$ cat config.mk
export PLATFORM = sky130hd
export DESIGN_NAME = opb_register_simulink2ppc_cap
export DESIGN_NICKNAME = d
export VERILOG_FILES = /design/src/rtl/opb_sw_reg_pkg.sv /design/src/rtl/opb_slave_ack.sv /design/src/rtl/opb_register_simulink2ppc_cap.sv
export SDC_FILE = /design/constraint.sdc
export NUM_CORES = 1
export LEC_CHECK = 0
export BUFFER_PORTS_ARGS = -buffer_cell sky130_fd_sc_hd__buf_4
export CORE_ASPECT_RATIO = 0.9
export CORE_MARGIN = 8
export CORE_UTILIZATION = 45
export CTS_CLUSTER_SIZE = 10
export DETAILED_ROUTE_END_ITERATION = 10
export GPL_TIMING_DRIVEN = 1
export HOLD_SLACK_MARGIN = 0.03
export PLACE_DENSITY = 0.75
export SYNTH_ARGS = -nofsm -noshare
export SYNTH_HDL_FRONTEND = slang
export SYNTH_HIERARCHICAL = 1
export SYNTH_SLANG_ARGS = --single-unit
$ cat constraint.sdc
create_clock -name OPB_Clk -period 5.45 [get_ports OPB_Clk]
set_clock_uncertainty 0.2 [all_clocks]
set_input_delay 0.2725 -clock OPB_Clk [delete_from_list [all_inputs] [get_ports OPB_Clk]]
set_output_delay 0.2725 -clock OPB_Clk [all_outputs]
set_load 0.05 [all_outputs]
$ cat src/rtl/opb_sw_reg_pkg.sv
// Shared definitions for the OPB software-register slaves: register map,
// control-bit positions and status packing.
package opb_sw_reg_pkg;

    typedef enum logic [1:0] {
        REG_DATA   = 2'd0,
        REG_STATUS = 2'd1,
        REG_CTRL   = 2'd2,
        REG_ID     = 2'd3
    } reg_off_e;

    localparam logic [31:0] REG_ID_VALUE = 32'h53324350;

    localparam int CTRL_EN_BIT     = 0;
    localparam int CTRL_FREEZE_BIT = 1;
    localparam int CTRL_CLR_BIT    = 31;

    localparam int OVF_W = 8;
    localparam logic [OVF_W-1:0] OVF_MAX  = 8'hFF;
    localparam logic [OVF_W-1:0] OVF_ZERO = 8'h00;
    localparam logic [OVF_W-1:0] OVF_ONE  = 8'h01;

    // STATUS layout: new-data flag in the MSB, overrun count in the low byte.
    function automatic logic [31:0] status_word(input logic new_flag,
                                                input logic [OVF_W-1:0] ovf_cnt);
        return {new_flag, 23'h000000, ovf_cnt};
    endfunction

endpackage

$ cat src/rtl/opb_slave_ack.sv
// Generic OPB slave front end: address decode, registered one-shot transfer
// acknowledge and read-data gating so the data bus is zero outside the ack.
module opb_slave_ack #(
    parameter logic [31:0] C_BASEADDR   = 32'h01004100,
    parameter logic [31:0] C_HIGHADDR   = 32'h010041FF,
    parameter int          C_OPB_AWIDTH = 32,
    parameter int          C_OPB_DWIDTH = 32
) (
    input  logic                    clk,
    input  logic                    rst_n,
    input  logic                    select,
    input  logic                    rnw,
    input  logic [0:C_OPB_AWIDTH-1] abus,
    input  logic [C_OPB_DWIDTH-1:0] rdata,
    output logic                    hit,
    output logic [1:0]              word_off,
    output logic                    xfer_ack,
    output logic [0:C_OPB_DWIDTH-1] dbus
);

    logic                    in_window_s;
    logic                    ack_q, ack_d;
    logic [0:C_OPB_DWIDTH-1] dbus_q, dbus_d;

    // A hit arriving while the ack is still high is the tail of the same
    // transfer, so it is suppressed to keep the ack a single-cycle pulse.
    always_comb begin
        in_window_s = (abus >= C_BASEADDR) && (abus <= C_HIGHADDR);
        hit         = select && in_window_s && !ack_q;
        ack_d       = hit;
        if (hit && rnw) begin
            dbus_d = rdata;
        end else begin
            dbus_d = {C_OPB_DWIDTH{1'b0}};
        end
    end

    assign word_off = abus[C_OPB_AWIDTH-4:C_OPB_AWIDTH-3];

    // Ack and read data registered together at the hit edge.
    always_ff @(posedge clk or negedge rst_n) begin
        if (!rst_n) begin
            ack_q  <= 1'b0;
            dbus_q <= {C_OPB_DWIDTH{1'b0}};
        end else begin
            ack_q  <= ack_d;
            dbus_q <= dbus_d;
        end
    end

    assign xfer_ack = ack_q;
    assign dbus     = dbus_q;

endmodule

$ cat src/rtl/opb_register_simulink2ppc_cap.sv
// OPB slave exposing a word captured from Simulink user logic, with new-data
// and overrun status, capture control and a constant ID register.
module opb_register_simulink2ppc_cap
    import opb_sw_reg_pkg::*;
#(
    parameter logic [31:0] C_BASEADDR   = 32'h01004100,
    parameter logic [31:0] C_HIGHADDR   = 32'h010041FF,
    parameter int          C_OPB_AWIDTH = 32,
    parameter int          C_OPB_DWIDTH = 32,
    parameter string       C_FAMILY     = "virtex6",
    parameter logic [31:0] INIT_VALUE   = 32'h00000000
) (
    input  logic                    OPB_Clk,
    input  logic                    OPB_Rst_n,
    input  logic [0:C_OPB_AWIDTH-1] OPB_ABus,
    input  logic [0:3]              OPB_BE,
    input  logic [0:C_OPB_DWIDTH-1] OPB_DBus,
    input  logic                    OPB_RNW,
    input  logic                    OPB_select,
    input  logic                    OPB_seqAddr,
    output logic [0:C_OPB_DWIDTH-1] Sl_DBus,
    output logic                    Sl_xferAck,
    output logic                    Sl_errAck,
    output logic                    Sl_retry,
    output logic                    Sl_toutSup,
    input  logic [31:0]             user_data_in,
    input  logic                    user_valid
);

    logic             hit_s;
    logic [1:0]       word_off_s;
    reg_off_e         off_s;
    logic [31:0]      wdata_s;
    logic [31:0]      rdata_s;
    logic             capture_s;
    logic             data_rd_s;
    logic             ctrl_wr_s;
    logic             ctrl_clr_s;

    logic [31:0]      cap_q, cap_d;
    logic             new_flag_q, new_flag_d;
    logic [OVF_W-1:0] ovf_q, ovf_d;
    logic             ctrl_en_q, ctrl_en_d;
    logic             ctrl_freeze_q, ctrl_freeze_d;

    opb_slave_ack #(
        .C_BASEADDR  (C_BASEADDR),
        .C_HIGHADDR  (C_HIGHADDR),
        .C_OPB_AWIDTH(C_OPB_AWIDTH),
        .C_OPB_DWIDTH(C_OPB_DWIDTH)
    ) u_ack (
        .clk     (OPB_Clk),
        .rst_n   (OPB_Rst_n),
        .select  (OPB_select),
        .rnw     (OPB_RNW),
        .abus    (OPB_ABus),
        .rdata   (rdata_s),
        .hit     (hit_s),
        .word_off(word_off_s),
        .xfer_ack(Sl_xferAck),
        .dbus    (Sl_DBus)
    );

    assign off_s   = reg_off_e'(word_off_s);
    assign wdata_s = OPB_DBus;

    // Event strobes; the clear bit lives in the byte selected by BE[0].
    always_comb begin
        capture_s  = user_valid && ctrl_en_q && !ctrl_freeze_q;
        data_rd_s  = hit_s && OPB_RNW && (off_s == REG_DATA);
        ctrl_wr_s  = hit_s && !OPB_RNW && (off_s == REG_CTRL);
        ctrl_clr_s = ctrl_wr_s && OPB_BE[0] && wdata_s[CTRL_CLR_BIT];
    end

    // Read-data mux, sampled by the ack block at the hit edge.
    always_comb begin
        rdata_s = 32'h00000000;
        case (off_s)
            REG_DATA:   rdata_s = cap_q;
            REG_STATUS: rdata_s = status_word(new_flag_q, ovf_q);
            REG_CTRL:   rdata_s = {30'h00000000, ctrl_freeze_q, ctrl_en_q};
            REG_ID:     rdata_s = REG_ID_VALUE;
            default:    rdata_s = 32'h00000000;
        endcase
    end

    // A capture always wins the new flag; a same-edge read-clear cancels
    // the overrun it would otherwise have counted.
    always_comb begin
        cap_d         = cap_q;
        new_flag_d    = new_flag_q;
        ovf_d         = ovf_q;
        ctrl_en_d     = ctrl_en_q;
        ctrl_freeze_d = ctrl_freeze_q;

        if (capture_s) begin
            cap_d      = user_data_in;
            new_flag_d = 1'b1;
        end else if (data_rd_s || ctrl_clr_s) begin
            new_flag_d = 1'b0;
        end else begin
            new_flag_d = new_flag_q;
        end

        if (ctrl_clr_s) begin
            ovf_d = OVF_ZERO;
        end else if (capture_s && new_flag_q && !data_rd_s && (ovf_q != OVF_MAX)) begin
            ovf_d = ovf_q + OVF_ONE;
        end else begin
            ovf_d = ovf_q;
        end

        if (ctrl_wr_s && OPB_BE[3]) begin
            ctrl_en_d     = wdata_s[CTRL_EN_BIT];
            ctrl_freeze_d = wdata_s[CTRL_FREEZE_BIT];
        end else begin
            ctrl_en_d     = ctrl_en_q;
            ctrl_freeze_d = ctrl_freeze_q;
        end
    end

    // Capture, status and control state.
    always_ff @(posedge OPB_Clk or negedge OPB_Rst_n) begin
        if (!OPB_Rst_n) begin
            cap_q         <= INIT_VALUE;
            new_flag_q    <= 1'b0;
            ovf_q         <= OVF_ZERO;
            ctrl_en_q     <= 1'b1;
            ctrl_freeze_q <= 1'b0;
        end else begin
            cap_q         <= cap_d;
            new_flag_q    <= new_flag_d;
            ovf_q         <= ovf_d;
            ctrl_en_q     <= ctrl_en_d;
            ctrl_freeze_q <= ctrl_freeze_d;
        end
    end

    assign Sl_errAck  = 1'b0;
    assign Sl_retry   = 1'b0;
    assign Sl_toutSup = 1'b0;

    logic unused_s;
    assign unused_s = ^{OPB_seqAddr, OPB_BE[1:2], wdata_s[30:2]};

endmodule

==> results.yml <==
worst_setup_path:
  crit_start: "ctrl_en_q"
  criticalPathCategory: "flip-flop to flip-flop"
  critPathLaunchType: "flip-flop"
  reg2reg_from: "ctrl_en_q"
  end_kind: "flip-flop"
  rrSetupSlack_ns: 2.76
  cp.required_ns: 5.52
  worst-path-max-fanout: 34
  critical_path_arrival_ns: 2.76
clocking:
  cts_max_path_buffers: 2
  cts_resized: 0
  cts_max_level: 3
  cts_buffers: 9
  root_buffer: "clkbuf_8"
  ctsHoldBuffers: 35
  cts.sinks: 76
  clk_pin_slew_worst_paths_ns: 0.07
  post-cts-setup-buffers: 0
  clock_latency_ns: 0.34
  cts_tree: "built"
routing:
  detail_route.vias_per_cell: 5.243
  initialDrtViolationCount: 199
  drt_first_pass_iters: 4
  wl_mm: 8.874
  drc_errors: 0
  final_antenna_net_count: 0
  wire_per_inst_um: 16.87
  vias: 2758
floorplan:
  die_height_um: 101.2
  rows: 31
  die_area_um2: 11200
  ios: 142
  core-area_um2: 7951
  start_util: 0.4566
  die_w_um: 110.7
logic_synthesis:
  yosysSeqAreaShare: 0.5241
  yosys_register_bits: 76
  synth.top_cell.area_share: 0.5169
  yosysTopAreaCell: "dfrtp_1"
  ys_top_cells_by_area: "dfrtp_1 52%, mux2_2 11%, nor4_2 10%"
  syn_avg_cell_area_um2: 12.06
  yosys.cell_types.count: 37
  ys.warnings.count: 6
  syn_area_um2: 3631
  synthCells: 301
global_routing:
  grt_max_degree: 77
  antenna_found_initial: 0
  first_global_vias: 2896
  grt_pass1_wl_mm: 14.74
  overflow: 0
  track_usage: 0.1649
place:
  port_buffers: 100
  hpwl_mm: 5.619
  globalplace.congestion: 0.7575
  dpl_worst_slack_ns: 2.600
timing:
  clock.fmax_mhz: 371.2
  hold_viol: 0
  period_share: 0.4943
  rsz0062_at_grt: "no"
  finalSetupViolCount: 0
  maxSlewHeadroom: 0.2970
  report.final.slew_viol_count: 0
  period_minus_slack_ns: 2.694
  setup-tns-final_ns: 0
  postLayoutSetupSlackWorst_ns: 2.756
  hold_ws_ns: 0.09094
  tightest_slew_ns: 1.053
finish:
  antenna_cells: 0
  n_fill_cell: 625
  nets: 530
  area_growth_pct: 33.67
  drive_gt1_frac: 0.4333
pwr:
  worst_ir_drop_vdd_v: 0.0001328
  p_leak_nw: 2.314
  power_density_nw_per_um2: 214.2
hold_path:
  hold_class: "input pin to flip-flop"
  min_from: "OPB_ABus[28]"
run_status:
  status: "complete, no violations"
flow_run:
  cap_viol_max_count: 0
==> critical path, stage by stage, from the launching register on <==
cell and delay [ns]:
dfstp_2 0.54, and3b_2 0.76, o2111ai_4 0.39, or4_1 0.57, a21oi_1 0.15
==> synth_stat cells (all sizes together) <==
library cell / count
and2: 14
o21ai: 8
a21o: 10
dfstp: 1
nor3: 1
inv: 1
nor4b: 1
or4b: 1
and4: 1
nand3: 3
nor2: 10
conb: 1
or4: 2
mux2i: 8
a21oi: 6
o21bai: 1
nand4: 3
o31ai: 2
nand2: 42
nor2b: 1
o2111ai: 1
dfrtp: 75
or3: 4
xor2: 1
and3b: 2
buf: 22
mux2: 34
clkbuf: 7
ha: 1
nor4: 35
nand4bb: 1
and3: 1
==> final timing paths <==
path,depth (start not counted),end
setup reg to reg,4,ovf_q[7]
min in group asynchronous,2,cap_q[31]
max in group asynchronous,2,cap_q[20]
setup / recovery,4,ovf_q[7]
hold reg to reg,1,cap_q[23]
hold / removal,4,u_ack/dbus[0]
==> cell usage in the layout (no fill, tap or decap), types with 2 or more instances in the layout <==
cell             n
nor2_1           9
clkbuf_8        11
clkinv_2         2
or4_1            2
nand4_1          3
conb_1           3
nand3_1          3
clkbuf_1         2
buf_4          103
dlygate4sd3_1   35
a21o_1          10
a21oi_1          6
or3_1            4
nand2_1         42
nor4_2          29
mux2_2          34
nor4_1           6
mux2i_1          8
o31ai_1          2
and2_1          14
dfrtp_1         75
o21ai_0          8
==> report_power, final <==
| part | switching [mW] | leakage [nW] | internal (mW) |
|---|---|---|---|
| registers | 0.0000000968 | 1.06 | 0.564 |
| clock network | 0.191 | 0.0893 | 0.187 |
| logic | 0.0445 | 1.17 | 0.0530 |
==> layout make-up <==
cell class / instances / area (µm²) / area share
clock buffers: 13 / 158.9 / 0.03274
clock inverters: 2 / 10.01 / 0.002062
inverters: 1 / 3.754 / 0.0007734
multi-input cells: 197 / 1530 / 0.3153
flip-flops and latches: 76 / 1903 / 0.3921
well taps: 99 / 123.9 / 0.02552
repair buffers: 138 / 1124 / 0.2315
==> through the flow <==
stage               instances  cell area (µm²)  utilization  power, mW
floorplan                 303             3638            -     0.6048
global placement          476             4334       0.5451     0.6512
detailed placement        476             4334       0.5451     0.6523
CTS                       526             4853       0.6104      1.051
global route              526             4853       0.6104      1.085
finish                    526             4853       0.6104      1.039
==> metal layers <==
| layer | share of wire | routed length, µm | global-route usage |
|---|---|---|---|
| met2 | 0.48 | 4222 | 0.2582 |
| met3 | 0.066 | 589 | 0.05388 |
| met5 | 0 | 0 | 0 |
| met1 | 0.44 | 3927 | 0.2046 |
| met4 | 0.015 | 134 | 0.07469 |
==> sequential cells by signal, indices dropped and copies added (netlist names) <==
signal	flops
ctrl_en_q	1
ctrl_freeze_q	1
u_ack/dbus	32
ovf_q	8
u_ack/xfer_ack	1
cap_q	32
new_flag_q	1
==> cell families (layout without fill, tap and decap cells) <==
family	count (synthesis)	in the layout	synth area share
adders and majority gates	1	1	0.003445
DFF	76	76	0.5241
buffers and inverters	30	154	0.05755
and+or+nand+nor	122	122	0.2305
xor gates and xnor gates	1	1	0.002413
other	1	3	0.001033
muxes	42	42	0.1275
AOI/OAI and AO/OA	28	28	0.05341
(Power assumes the default switching activity.)
